File: config.mk
export PLATFORM = sky130hd
export DESIGN_NAME = dmi_arbiter_flat
export DESIGN_NICKNAME = d
export VERILOG_FILES = /design/src/rtl/dmi_arbiter_if.sv /design/src/rtl/dmi_arbiter.sv /design/src/flat_wrapper.sv
export SDC_FILE = /design/constraint.sdc
export NUM_CORES = 1
export LEC_CHECK = 0
export BUFFER_PORTS_ARGS = -buffer_cell sky130_fd_sc_hd__buf_2
export CAP_MARGIN = 20
export CORE_UTILIZATION = 47
export CTS_BUF_LIST = sky130_fd_sc_hd__clkbuf_2 sky130_fd_sc_hd__clkbuf_4 sky130_fd_sc_hd__clkbuf_8
export DETAILED_ROUTE_END_ITERATION = 16
export GPL_TIMING_DRIVEN = 0
export PLACE_DENSITY_LB_ADDON = 0.05
export SETUP_SLACK_MARGIN = 0.5
export SLEW_MARGIN = 15
export SYNTH_ARGS = -nofsm -noshare
export SYNTH_HDL_FRONTEND = slang
export SYNTH_SLANG_ARGS = --single-unit
File: constraint.sdc
create_clock -name clk -period 2.6 [get_ports clk]
set_input_delay 0.13 -clock clk [delete_from_list [all_inputs] [get_ports clk]]
set_output_delay 0.13 -clock clk [all_outputs]
set_load 0.01 [all_outputs]
File: src/rtl/dmi_arbiter_if.sv
// rtl/dmi_arbiter_if.sv - DMI request/response channel bundle
// master drives requests and accepts responses; slave is the opposite end.
interface dmi_arbiter_if;
  logic        req_valid;
  logic        req_ready;
  logic [6:0]  req_bits_addr;
  logic [1:0]  req_bits_op;
  logic [31:0] req_bits_data;
  logic        resp_valid;
  logic        resp_ready;
  logic [1:0]  resp_bits_resp;
  logic [31:0] resp_bits_data;

  modport master (
    output req_valid, req_bits_addr, req_bits_op, req_bits_data, resp_ready,
    input  req_ready, resp_valid, resp_bits_resp, resp_bits_data
  );

  modport slave (
    input  req_valid, req_bits_addr, req_bits_op, req_bits_data, resp_ready,
    output req_ready, resp_valid, resp_bits_resp, resp_bits_data
  );
endinterface

File: src/rtl/dmi_arbiter.sv
// rtl/dmi_arbiter.sv - two-requester DMI arbiter with response timeout
// One transaction in flight; responses return to the issuing requester.
module dmi_arbiter #(
  parameter int unsigned TIMEOUT_CYCLES = 1024
) (
  input  logic                clk,
  input  logic                reset_n,
  dmi_arbiter_if.slave        m0,
  dmi_arbiter_if.slave        m1,
  dmi_arbiter_if.master       debug,
  output logic                busy,
  output logic [7:0]          timeouts
);
  localparam int unsigned CW = (TIMEOUT_CYCLES > 1) ? $clog2(TIMEOUT_CYCLES) : 1;
  localparam logic [CW-1:0] CNT_LAST = CW'(TIMEOUT_CYCLES - 1);

  typedef enum logic [1:0] {IDLE, ISSUE, WAIT, DELIVER} state_t;

  state_t      r_state;
  logic        r_owner;
  logic        r_last;
  logic [6:0]  r_addr;
  logic [1:0]  r_op;
  logic [31:0] r_data;
  logic [1:0]  r_resp;
  logic [31:0] r_rdata;
  logic [CW-1:0] r_cnt;
  logic [7:0]  r_timeouts;
  logic        r_busy;

  logic        w_idle;
  logic        w_issue;
  logic        w_wait;
  logic        w_deliver;
  logic        w_gnt0;
  logic        w_gnt1;
  logic        w_take;
  logic        w_owner_ready;

  // Readies are held low while reset is asserted, even though the state is already IDLE.
  assign w_idle    = (r_state == IDLE) && reset_n;
  assign w_issue   = (r_state == ISSUE);
  assign w_wait    = (r_state == WAIT);
  assign w_deliver = (r_state == DELIVER);

  assign w_gnt1 = m1.req_valid && (!m0.req_valid || !r_last);
  assign w_gnt0 = m0.req_valid && !w_gnt1;
  assign w_take = w_idle && (w_gnt0 || w_gnt1);
  assign w_owner_ready = r_owner ? m1.resp_ready : m0.resp_ready;

  assign m0.req_ready = w_idle && w_gnt0;
  assign m1.req_ready = w_idle && w_gnt1;

  assign debug.req_valid     = w_issue;
  assign debug.req_bits_addr = w_issue ? r_addr : '0;
  assign debug.req_bits_op   = w_issue ? r_op   : '0;
  assign debug.req_bits_data = w_issue ? r_data : '0;
  assign debug.resp_ready    = w_idle || w_wait;

  assign m0.resp_valid     = w_deliver && !r_owner;
  assign m0.resp_bits_resp = (w_deliver && !r_owner) ? r_resp  : '0;
  assign m0.resp_bits_data = (w_deliver && !r_owner) ? r_rdata : '0;
  assign m1.resp_valid     = w_deliver && r_owner;
  assign m1.resp_bits_resp = (w_deliver && r_owner) ? r_resp  : '0;
  assign m1.resp_bits_data = (w_deliver && r_owner) ? r_rdata : '0;

  assign busy     = r_busy;
  assign timeouts = r_timeouts;

  always_ff @(posedge clk) begin
    if (!reset_n) begin
      r_state    <= IDLE;
      r_owner    <= 1'b0;
      r_last     <= 1'b1;
      r_addr     <= '0;
      r_op       <= '0;
      r_data     <= '0;
      r_resp     <= '0;
      r_rdata    <= '0;
      r_cnt      <= '0;
      r_timeouts <= '0;
      r_busy     <= 1'b0;
    end else begin
      case (r_state)
        IDLE: begin
          if (w_take) begin
            r_owner <= w_gnt1;
            r_last  <= w_gnt1;
            r_addr  <= w_gnt1 ? m1.req_bits_addr : m0.req_bits_addr;
            r_op    <= w_gnt1 ? m1.req_bits_op   : m0.req_bits_op;
            r_data  <= w_gnt1 ? m1.req_bits_data : m0.req_bits_data;
            r_state <= ISSUE;
            r_busy  <= 1'b1;
          end
        end
        ISSUE: begin
          if (debug.req_ready) begin
            r_cnt   <= '0;
            r_state <= WAIT;
          end
        end
        WAIT: begin
          // A response arriving on the last wait cycle takes priority over the timeout.
          if (debug.resp_valid) begin
            r_resp  <= debug.resp_bits_resp;
            r_rdata <= debug.resp_bits_data;
            r_state <= DELIVER;
          end else if (r_cnt == CNT_LAST) begin
            r_resp  <= 2'b10;
            r_rdata <= '0;
            if (r_timeouts != 8'hFF) begin
              r_timeouts <= r_timeouts + 8'd1;
            end
            r_state <= DELIVER;
          end else begin
            r_cnt <= r_cnt + CW'(1);
          end
        end
        DELIVER: begin
          if (w_owner_ready) begin
            r_state <= IDLE;
            r_busy  <= 1'b0;
          end
        end
        default: begin
          r_state <= IDLE;
          r_busy  <= 1'b0;
        end
      endcase
    end
  end
endmodule
File: src/flat_wrapper.sv
// flat-port wrapper written by rule: the top's interface ports become plain ports
module dmi_arbiter_flat 
#(
  parameter int unsigned TIMEOUT_CYCLES = 1024
)
  (clk, reset_n, busy, timeouts, m0_req_valid, m0_req_bits_addr, m0_req_bits_op, m0_req_bits_data, m0_resp_ready, m0_req_ready, m0_resp_valid, m0_resp_bits_resp, m0_resp_bits_data, m1_req_valid, m1_req_bits_addr, m1_req_bits_op, m1_req_bits_data, m1_resp_ready, m1_req_ready, m1_resp_valid, m1_resp_bits_resp, m1_resp_bits_data, debug_req_valid, debug_req_bits_addr, debug_req_bits_op, debug_req_bits_data, debug_resp_ready, debug_req_ready, debug_resp_valid, debug_resp_bits_resp, debug_resp_bits_data);
  dmi_arbiter_if m0_i ();
  dmi_arbiter_if m1_i ();
  dmi_arbiter_if debug_i ();
  input  logic clk;
  input  logic reset_n;
  output logic busy;
  output logic [7:0] timeouts;
  input wire logic [$bits(m0_i.req_valid)-1:0] m0_req_valid;
  input wire logic [$bits(m0_i.req_bits_addr)-1:0] m0_req_bits_addr;
  input wire logic [$bits(m0_i.req_bits_op)-1:0] m0_req_bits_op;
  input wire logic [$bits(m0_i.req_bits_data)-1:0] m0_req_bits_data;
  input wire logic [$bits(m0_i.resp_ready)-1:0] m0_resp_ready;
  output wire logic [$bits(m0_i.req_ready)-1:0] m0_req_ready;
  output wire logic [$bits(m0_i.resp_valid)-1:0] m0_resp_valid;
  output wire logic [$bits(m0_i.resp_bits_resp)-1:0] m0_resp_bits_resp;
  output wire logic [$bits(m0_i.resp_bits_data)-1:0] m0_resp_bits_data;
  input wire logic [$bits(m1_i.req_valid)-1:0] m1_req_valid;
  input wire logic [$bits(m1_i.req_bits_addr)-1:0] m1_req_bits_addr;
  input wire logic [$bits(m1_i.req_bits_op)-1:0] m1_req_bits_op;
  input wire logic [$bits(m1_i.req_bits_data)-1:0] m1_req_bits_data;
  input wire logic [$bits(m1_i.resp_ready)-1:0] m1_resp_ready;
  output wire logic [$bits(m1_i.req_ready)-1:0] m1_req_ready;
  output wire logic [$bits(m1_i.resp_valid)-1:0] m1_resp_valid;
  output wire logic [$bits(m1_i.resp_bits_resp)-1:0] m1_resp_bits_resp;
  output wire logic [$bits(m1_i.resp_bits_data)-1:0] m1_resp_bits_data;
  output wire logic [$bits(debug_i.req_valid)-1:0] debug_req_valid;
  output wire logic [$bits(debug_i.req_bits_addr)-1:0] debug_req_bits_addr;
  output wire logic [$bits(debug_i.req_bits_op)-1:0] debug_req_bits_op;
  output wire logic [$bits(debug_i.req_bits_data)-1:0] debug_req_bits_data;
  output wire logic [$bits(debug_i.resp_ready)-1:0] debug_resp_ready;
  input wire logic [$bits(debug_i.req_ready)-1:0] debug_req_ready;
  input wire logic [$bits(debug_i.resp_valid)-1:0] debug_resp_valid;
  input wire logic [$bits(debug_i.resp_bits_resp)-1:0] debug_resp_bits_resp;
  input wire logic [$bits(debug_i.resp_bits_data)-1:0] debug_resp_bits_data;
  assign m0_i.req_valid = m0_req_valid;
  assign m0_i.req_bits_addr = m0_req_bits_addr;
  assign m0_i.req_bits_op = m0_req_bits_op;
  assign m0_i.req_bits_data = m0_req_bits_data;
  assign m0_i.resp_ready = m0_resp_ready;
  assign m0_req_ready = m0_i.req_ready;
  assign m0_resp_valid = m0_i.resp_valid;
  assign m0_resp_bits_resp = m0_i.resp_bits_resp;
  assign m0_resp_bits_data = m0_i.resp_bits_data;
  assign m1_i.req_valid = m1_req_valid;
  assign m1_i.req_bits_addr = m1_req_bits_addr;
  assign m1_i.req_bits_op = m1_req_bits_op;
  assign m1_i.req_bits_data = m1_req_bits_data;
  assign m1_i.resp_ready = m1_resp_ready;
  assign m1_req_ready = m1_i.req_ready;
  assign m1_resp_valid = m1_i.resp_valid;
  assign m1_resp_bits_resp = m1_i.resp_bits_resp;
  assign m1_resp_bits_data = m1_i.resp_bits_data;
  assign debug_req_valid = debug_i.req_valid;
  assign debug_req_bits_addr = debug_i.req_bits_addr;
  assign debug_req_bits_op = debug_i.req_bits_op;
  assign debug_req_bits_data = debug_i.req_bits_data;
  assign debug_resp_ready = debug_i.resp_ready;
  assign debug_i.req_ready = debug_req_ready;
  assign debug_i.resp_valid = debug_resp_valid;
  assign debug_i.resp_bits_resp = debug_resp_bits_resp;
  assign debug_i.resp_bits_data = debug_resp_bits_data;
  dmi_arbiter #(.TIMEOUT_CYCLES(TIMEOUT_CYCLES)) u_core (.clk(clk), .reset_n(reset_n), .m0(m0_i), .m1(m1_i), .debug(debug_i), .busy(busy), .timeouts(timeouts));
endmodule
==> out/metrics.csv, run 1 <==
metric,value,unit
status,"finished, final reports clean",
drt_iter0_drc,301,
rrSetupSlack,0.51,ns
min_period,2.09,ns
async_flop_share,0,%
path_class,flop to flop,
area_growth,39.4,%
routed_wl,15500,um
final_cell_mix,"buf_2 (257), dfxtp_1 (98), and2_1 (77)",
clock.fmax,0.478,GHz
grt_max_degree,16,
root_buffer,clkbuf_8,
stdcell_count,977,
start_util,49.3,%
synth_edf_count,0,
layout-drive-gt1-share,35.1,%
worstHoldPathType,primary input to flop,
nets,969,
die-area,10900,sq um
leakage,3.40,nW
yosys_warnings,0,
place.gp.congestion,0.861,
drc,0,
synth_area,4910,sq um
fin_hold_ws,0.0128,ns
rsz0062_at_grt,true,
cp.arrival,2.38,ns
slew_viol_final,0,
vias,5298,
worstMarginPinSlew,0.560,ns
post-cts-setup-buffers,0,
wire_per_inst,15.9,um
antenna_found_initial,1,
dp.cells,929,
core_area,9950,sq um
path_clk_slew,0.09,ns
ant_nets,0,
synth_nets,680,
synth_cells,549,
htreeDepth,3,
cp-end-kind,flop,
firstDrtPassIters,4,
slew_headroom,62.6,%
tns,0,ns
yosys_register_bits,98,
clk_latency,0.36,ns
critPathMaxFanout,10,
clock_path_buffers,2,
grt_usage,27.8,%
final_common_cell,buf_2,
cts_tree,yes,
final_util,68.7,%
peakVddDrop,0.000388,V
finalSetupViolCount,0,
power.density,657,nW/um^2
synth_area_per_cell,8.94,sq um
max_cap_violations,0,
final_hold_viol_count,0,
grt_pass1_wl,24400,um
synth_cell_types,45,
first_global_vias,5046,
io_buffers,247,
die_h,104,um
rows,36,
clock_sinks,98,
yosysSeqAreaShare,40.0,%
start_kind,flop,
cts_buffers,9,
overflow,0,
die_width,104,um
synthFlopType,dfxtp_1,
via_per_inst,5.42,
hpwl,11400,um
finClkSkew,0.00916,ns
io_pins,248,
post-route-period-util,80.5,%
cp.required,2.89,ns
==> synth_stat cells, drive strengths merged, types with 3 or more instances <==
library cell	number	share of area, %
or4	4	0.61
and4	4	0.71
inv	6	0.46
dfxtp	98	40
a21oi	10	1.0
nand2	16	1.2
nand2b	5	0.64
nand4	3	0.38
mux2i	45	9.2
o31ai	5	0.76
clkbuf	34	2.6
o21ai	10	1.0
a31oi	5	0.64
nand3	9	0.92
o311ai	4	0.71
a22o	33	5.9
and2	78	10
and3	37	4.7
ha	7	1.8
nor2	53	4.1
or3	3	0.38
a211oi	42	6.4
buf	13	1.5
==> through the flow <==
step | instance area [sq um] | total power (W) | setup WS (ns)
3_3_place_gp | 6310 | 0.00347 | 0.564
4_1_cts | 6810 | 0.00448 | 0.511
5_1_grt | 6840 | 0.00477 | 0.366
3_5_place_dp | 6310 | 0.00352 | 0.486
6_report | 6840 | 0.00450 | 0.508
2_1_floorplan | 4910 | 0.00297 | 0.706
==> per-layer routing <==
| layer | track usage, % | up-vias | wire length [um] |
|---|---|---|---|
| li1 | - | 2555 | - |
| met1 | 32.3 | 2463 | 6380 |
| met3 | 4.70 | 43 | 955 |
| met4 | 12.7 | 0 | 515 |
| met2 | 49.6 | 237 | 7660 |
| met5 | 0 | - | 0 |
==> power by group <==
| group | switching (W) | internal, W |
|---|---|---|
| logic | 0.000973 | 0.000688 |
| clock network | 0.000522 | 0.000410 |
| registers | 0.000140 | 0.00176 |
| total | 0.00164 | 0.00286 |
==> worst paths after layout <==
path,from,endpoint,cells past startpoint
setup / recovery,u_core.r_state[0],u_core.timeouts[7],8
hold / removal,debug_resp_bits_data[11],u_core.r_rdata[11],2
setup reg to reg,u_core.r_state[0],u_core.timeouts[7],8
hold reg to reg,u_core.r_cnt[5],u_core.r_cnt[5],2
==> cell type report <==
class                      instances  area [sq um]
antenna                            1          2.50
buffer                            47           221
clock buffer                      12           159
clock inverter                     4          26.3
fill                             847          3110
inverter                           6          22.5
multi-input combinational        398          2730
sequential                        98          1960
tap                              133           166
timing repair buffer             278          1550
==> cell families after synthesis <==
group / Yosys count / synth area share [%]
buffers and inverters: 53 / 4.56
flip-flops: 98 / 40.0
multiplexers: 45 / 9.18
AND/OR/NAND/NOR: 223 / 25.7
AO/OA/AOI/OAI: 123 / 18.8
adder cells (fa/ha/maj): 7 / 1.78
==> critical path, stage by stage, from the launching register on <==
cell	delay (ns)
dfxtp_1	0.35
inv_1	0.13
ha_2	0.24
buf_4	0.19
and2b_1	0.17
nand4_1	0.24
buf_6	0.24
nor4_2	0.24
mux2i_1	0.21
==> flip-flops by register name, summed over array words and instances, names as in the netlist, 2 cells and up <==
register         cells
u_core.r_data       32
u_core.r_rdata      32
u_core.r_cnt        10
u_core.timeouts      8
u_core.r_addr        7
u_core.r_op          2
u_core.r_resp        2
u_core.r_state       2
==> what timing repair did <==
| item | CTS | global route |
|---|---|---|
| endpoints found under the setup margin | 55 | 105 |
| endpoints found under the hold margin | 30 | 1 |
| hold buffers | 30 | 1 |
| pin swaps | 0 | 1 |
| gates resized for setup | 5 | 21 |
Note: power is estimated with default switching activity, not from simulation.
==> run 2, diff against run 1 <==
ABC_AREA = 1   (was not set)
CORE_UTILIZATION = 43   (was 47)
clock period = 1.8 ns   (was 2.6 ns; I/O delays follow)
==> run 2 against run 1 <==
Net effect:
- the flow now finishes with violations (setup timing)
- first-iteration DRC count rose to 2.9 times the previous value
- clock-buffer cell count decreased by 2
- utilization rose by 23 points
- sequential share of layout area is 9.8 points lower
- total power increased by 140%
- clock skew is 0.0038 ns higher
- critical endpoint is now u_core.r_cnt[8]
- clock power is 63% higher
- sequential cell count did not move
- final cell count grew 43%
==> out/metrics.csv, run 2 <==
metric,value,unit,change
status,"finished, violations left",,"was finished, final reports clean"
violations,setup timing,,
start_util,44.1,%,was 49.3%
synthFlopType,dfxtp_1,,unchanged
cts_buffers,9,,unchanged
firstDrtPassIters,7,,was 4
synth_edf_count,0,,unchanged
min_period,2.02,ns,was 2.09 ns
cp-end-kind,flop,,unchanged
area_growth,108,%,was 39.4%
synth_area,5040,sq um,was 4910 sq um
rows,39,,was 36
nets,1377,,was 969
final_area,10500,sq um,was 6840 sq um
via_per_inst,5.93,,was 5.42
synth.most_common_cell,nand2_1,,was dfxtp_1
synth_cells,793,,was 549
cp.required,2.12,ns,was 2.89 ns
synth_nets,924,,was 680
grt_pass1_wl,31400,um,was 24400 um
clock_sinks,98,,unchanged
final_cell_mix,"nand2_1 (193), buf_2 (188), dlygate4sd3_1 (113)",,"was buf_2 (257), dfxtp_1 (98), and2_1 (77)"
gr-usage-met3,6.53,%,was 4.70%
synth.top_cells.by_area,"dfxtp_1 (39%), nand2_1 (19%), inv_1 (8.3%)",,"was dfxtp_1 (40%), and2_1 (9.8%), mux2i_1 (9.2%)"
slew_headroom,43.6,%,was 62.6%
worstHoldPathType,primary input to flop,,unchanged
drt_iter0_drc,866,,was 301
path_clk_slew,0.10,ns,was 0.09 ns
vias,8263,,was 5298
max_cap_violations,0,,unchanged
io_buffers,246,,was 247
preCtsSetupSlack,0.0872,ns,was 0.486 ns
synth_area_per_cell,6.35,sq um,was 8.94 sq um
first_global_vias,6829,,was 5046
yosys_register_bits,98,,unchanged
fin_ws,-0.218,ns,was 0.508 ns
clk_latency,0.40,ns,was 0.36 ns
final_hold_viol_count,0,,unchanged
grt_busiest_layer,met2,,unchanged
io_pins,248,,unchanged
layout-drive-gt1-share,49.1,%,was 35.1%
synth_cell_types,29,,was 45
leakage,5.00,nW,was 3.40 nW
die_width,110,um,was 104 um
post-route-period-util,112,%,was 80.5%
place.gp.congestion,0.788,,was 0.861
clock.fmax,0.495,GHz,was 0.478 GHz
grt_usage,33.5,%,was 27.8%
yosys.area.top_type,dfxtp_1,,unchanged
start_kind,flop,,unchanged
yosys_warnings,0,,unchanged
finClkSkew,0.0130,ns,was 0.00916 ns
clock_path_buffers,2,,unchanged
power.density,1030,nW/um^2,was 657 nW/um^2
peakVddDrop,0.000705,V,was 0.000388 V
wire_per_inst,21.5,um,was 15.9 um
root_buffer,clkbuf_8,,unchanged
routed_wl,29900,um,was 15500 um
netlist_top_cells_count,"nand2_1 (251), inv_1 (111), nor2_1 (100)",,"was dfxtp_1 (98), and2_1 (77), nor2_1 (52)"
path_class,flop to flop,,unchanged
yosysSeqAreaShare,39.0,%,was 40.0%
async_flop_share,0,%,unchanged
grt_max_degree,16,,unchanged
die-area,12100,sq um,was 10900 sq um
die_h,110,um,was 104 um
drc,0,,unchanged
cts_tree,yes,,unchanged
synth_top_area_share,39.0,%,was 40.0%
ant_nets,0,,unchanged
slew_viol_final,0,,unchanged
finalSetupViolCount,31,,was 0
rrSetupSlack,-0.22,ns,was 0.51 ns
cp.arrival,2.33,ns,was 2.38 ns
overflow,0,,unchanged
htreeDepth,3,,unchanged
core_area,11400,sq um,was 9950 sq um
top_regs,"u_core.r_data: 32 flops, u_core.r_rdata: 32 flops, u_core.r_cnt: 10 flops",,unchanged
met1_usage,35.1,%,was 32.3%
critPathMaxFanout,7,,was 10
final_common_cell,nand2_1,,was buf_2
grtUsageMet2,62.5,%,was 49.6%
hpwl,11500,um,was 11400 um
worstMarginPinSlew,0.846,ns,was 0.560 ns
rsz0062_at_grt,true,,unchanged
placed_area,6650,sq um,was 6310 sq um
antenna_found_initial,1,,unchanged
==> run 2: kinds of logic (layout without fill, tap and decap cells) <==
| group | count (synthesis) | after routing | synth area share [%] |
|---|---|---|---|
| adders and majority gates | 7 | 7 | 1.74 |
| AOI/OAI and AO/OA | 142 | 142 | 15.7 |
| DFF | 98 | 98 | 39.0 |
| and+or+nand+nor | 384 | 385 | 30.8 |
| xor gates and xnor gates | 2 | 2 | 0.348 |
| other | 0 | 1 | 0 |
| buffers and inverters | 160 | 616 | 12.4 |
==> run 2: where the power goes <==
group          internal (W)  total, W  switching (W)
combinational       0.00306   0.00638        0.00332
sequential          0.00253   0.00294       0.000411
clock              0.000669   0.00152       0.000849
total               0.00626    0.0108        0.00458
==> run 2: final timing paths <==
path | startpoint | endpoint | depth (start not counted)
max reg2reg | u_core.r_state[0] | u_core.r_cnt[8] | 12
min reg2reg | u_core.r_rdata[27] | u_core.r_rdata[27] | 2
min | m1_req_bits_data[16] | u_core.r_data[16] | 3
max | u_core.r_state[0] | u_core.r_cnt[8] | 12
==> run 2: repair_timing <==
| item | CTS | global route |
|---|---|---|
| setup buffers | 33 | 26 |
| cloned | 18 | 6 |
| gates resized for setup | 215 | 267 |
| hold buffers | 113 | 0 |
| pin swaps | 46 | 42 |
| setup endpoints to repair | 211 | 212 |
| hold endpoints to repair | 74 | 0 |
==> run 2: metrics by stage <==
stage / TNS [ns] / instances / power [W] / hold WS (ns) / utilization, %
finish: -0.972 / 1394 / 0.0108 / 0.0379 / 91.7
global route: -3.02 / 1394 / 0.0111 / 0.0503 / 91.7
CTS: 0 / 1361 / 0.00865 / 0.0123 / 80.6
detailed placement: 0 / 1182 / 0.00526 / 0.351 / 58.2
global placement: 0 / 1182 / 0.00525 / 0.348 / 58.2
floorplan: 0 / 793 / 0.00447 / 0.237 / -
==> run 2: critical path: stages, from the launching register on <==
cell and delay, ns:
dfxtp_4 0.40, buf_6 0.12, inv_6 0.04, ha_4 0.15, buf_12 0.14, nand2_8 0.09
nand2_4 0.06, nor2_4 0.20, buf_6 0.15, nand3_2 0.09, nand2_1 0.11, nand2_1 0.16
nor2_1 0.21
==> run 2: routing by layer <==
layer  vias to the layer above  wire length, um
met5                         -                0
met4                         0             2700
met3                       273             3400
met2                       860            14200
met1                      3745             9660
li1                       3385                -
==> run 2: final cells by class <==
class                   count  area, sq um
well taps                 143          179
flip-flops and latches     98         1980
diodes                      1         2.50
fillers                   365          942
multi-input cells         536         3470
plain buffers              46          533
repair inverters            1         11.3
clock buffers              10          138
inverters                 114          460
clock inverters             5         55.1
repair buffers            440         3650
==> run 3, diff against run 2 <==
RECOVER_POWER = 100   (was not set)
REMOVE_ABC_BUFFERS = 1   (was not set)
==> run 3 against run 2 <==
Net effect:
- the flow now finishes without violations
- via count is 14% lower
- sequential share of layout area is 1.5 points higher
- clock-buffer cell count stayed put
- utilization is 7.0 points lower
- total power is 9.5% lower
- setup slack better by 0.24 ns
- register-to-register slack better by 0.24 ns
- combinational power is 17% lower
- global-route usage is 1.5 points lower
- critical path depth is 2 lower
- routed wire length is 24% lower
- largest power group unchanged
- highest routed layer unchanged
==> out/metrics.csv, run 3 (synthesis results as in run 2) <==
metric,value,unit,change
diodes,0,,was 1
die_width,110,um,unchanged
grt_pass1_wl,29900,um,was 31400 um
final_cell_mix,"nand2_1 (219), buf_2 (175), dlygate4sd3_1 (114)",,"was nand2_1 (193), buf_2 (188), dlygate4sd3_1 (113)"
grt_usage,32.0,%,was 33.5%
min_period,1.78,ns,was 2.02 ns
drt_iter0_drc,499,,was 866
cp.required,2.09,ns,was 2.12 ns
max_cap_violations,0,,unchanged
dp.cells,1141,,was 1182
overflow,0,,unchanged
critPathMaxFanout,6,,was 7
first_global_vias,6193,,was 6829
rsz0062_at_grt,true,,unchanged
worstPathCellList,"buf_12, clkinv_8, ha_4, nand2_4, nor2_4, clkbuf_16, buf_4, buf_8, o21ai_0, a31oi_1",,"was buf_6, inv_6, ha_4, buf_12, nand2_8, nand2_4, nor2_4, buf_6, nand3_2, nand2_1, nand2_1, nor2_1"
hpwl,9720,um,was 11500 um
slew_viol_final,0,,unchanged
core_area,11400,sq um,unchanged
die-area,12100,sq um,unchanged
slew_headroom,44.9,%,was 43.6%
clock_path_buffers,2,,unchanged
layout-drive-gt1-share,38.6,%,was 49.1%
preCtsSetupSlack,-0.714,ns,was 0.0872 ns
grt_max_degree,56,,was 16
wire_per_inst,16.7,um,was 21.5 um
via_per_inst,5.23,,was 5.93
start_kind,flop,,unchanged
finalSetupViolCount,0,,was 31
num-fill-cells,646,,was 365
slowest_delay,0.38,ns,was 0.40 ns
cts_tree,yes,,unchanged
io_buffers,247,,was 246
cpLargestDelayFamily,buffers and inverters,,was simple AND/OR/NAND/NOR gates
clk_latency,0.38,ns,was 0.40 ns
firstDrtPassIters,5,,was 7
cts_buffers,9,,unchanged
clock.fmax,0.562,GHz,was 0.495 GHz
cp-end-kind,flop,,unchanged
crit_buf_inv,5,,was 4
worstHoldPathType,primary input to flop,,unchanged
htreeDepth,3,,unchanged
io_pins,248,,unchanged
final_common_cell,nand2_1,,unchanged
area_growth,92.1,%,was 108%
start_util,44.1,%,unchanged
status,"finished, final reports clean",,"was finished, violations left"
power.density,1010,nW/um^2,was 1030 nW/um^2
rows,39,,unchanged
final_area,9680,sq um,was 10500 sq um
root_buffer,clkbuf_8,,unchanged
leakage,4.38,nW,was 5.00 nW
cp.arrival,2.07,ns,was 2.33 ns
routed_wl,22600,um,was 29900 um
placed_area,6350,sq um,was 6650 sq um
path_clk_slew,0.09,ns,was 0.10 ns
finClkSkew,0.0105,ns,was 0.0130 ns
top_regs,"u_core.r_data: 32 flops, u_core.r_rdata: 32 flops, u_core.r_cnt: 10 flops",,unchanged
peakVddDrop,0.000754,V,was 0.000705 V
post-route-period-util,98.9,%,was 112%
nets,1335,,was 1377
stdcell_count,1352,,was 1394
final_hold_viol_count,0,,unchanged
place.gp.congestion,0.757,,was 0.788
antenna_found_initial,0,,was 1
fin_ws,0.0191,ns,was -0.218 ns
cp_slowest_cell,dfxtp_4,,unchanged
ant_nets,0,,unchanged
path_class,flop to flop,,unchanged
die_h,110,um,unchanged
vias,7069,,was 8263
drc,0,,unchanged
worstMarginPinSlew,0.825,ns,was 0.846 ns
clock_sinks,98,,unchanged
## run 3: tightest hold or removal path: cells and delay by family
| kind | cells | cell delay, ns |
|---|---|---|
| buffers and inverters | 1 | 0.11 |
| AND/OR/NAND/NOR | 1 | 0.09 |
| AO/OA/AOI/OAI | 1 | 0.06 |
## run 3: path summary, 6_finish.rpt
kind,startpoint,end,slack (ns),cells after the start
hold reg to reg,u_core.r_rdata[7],u_core.r_rdata[7],0.46,2
setup / recovery,u_core.r_state[0],u_core.r_data[1],0.02,10
setup reg to reg,u_core.r_state[0],u_core.r_data[1],0.02,10
hold / removal,debug_resp_bits_data[11],u_core.r_rdata[11],0.01,3
## run 3: what timing repair did
| action | 4_1_cts | 5_1_grt |
|---|---|---|
| pin swaps | 33 | 39 |
| gates cloned | 17 | 7 |
| setup endpoints to repair | 212 | 213 |
| resized for setup | 153 | 187 |
| endpoints found under the hold margin | 73 | 0 |
| buffers inserted | 38 | 19 |
| hold buffers | 114 | 0 |
## run 3: area by class of cell
class,instances,area [sq um],area share (%)
inverter,114,478,4.94
sequential,98,1980,20.4
clock inverter,6,105,1.09
clock buffer,10,131,1.36
multi-input combinational,545,3210,33.2
tap,143,179,1.85
timing repair buffer,433,3550,36.6
timing repair inverter,3,51.3,0.530
## run 3: power by group
part	internal (W)	switching, W
Clock	0.000932	0.000788
Combinational	0.00252	0.00279
Sequential	0.00253	0.000260
Total	0.00598	0.00383
## run 3: stage by stage
stage          TNS (ns)  utilization, %  total power (W)  hold slack (ns)
2_1_floorplan    -41.16               -          0.00414            0.175
3_3_place_gp    -153.02            54.8          0.00490            0.348
3_5_place_dp     -45.59            55.6          0.00504            0.350
4_1_cts               0            78.4          0.00852          0.00273
5_1_grt         -0.0241            84.7           0.0102           0.0139
6_report              0            84.7          0.00981           0.0110
## run 3: per-layer routing
layer	track usage [%]	vias up	routed length [um]
met5	0	-	0
met2	56.2	406	11400
met1	37.7	3274	8430
met4	14.8	0	901
li1	-	3318	-
met3	5.82	71	1900
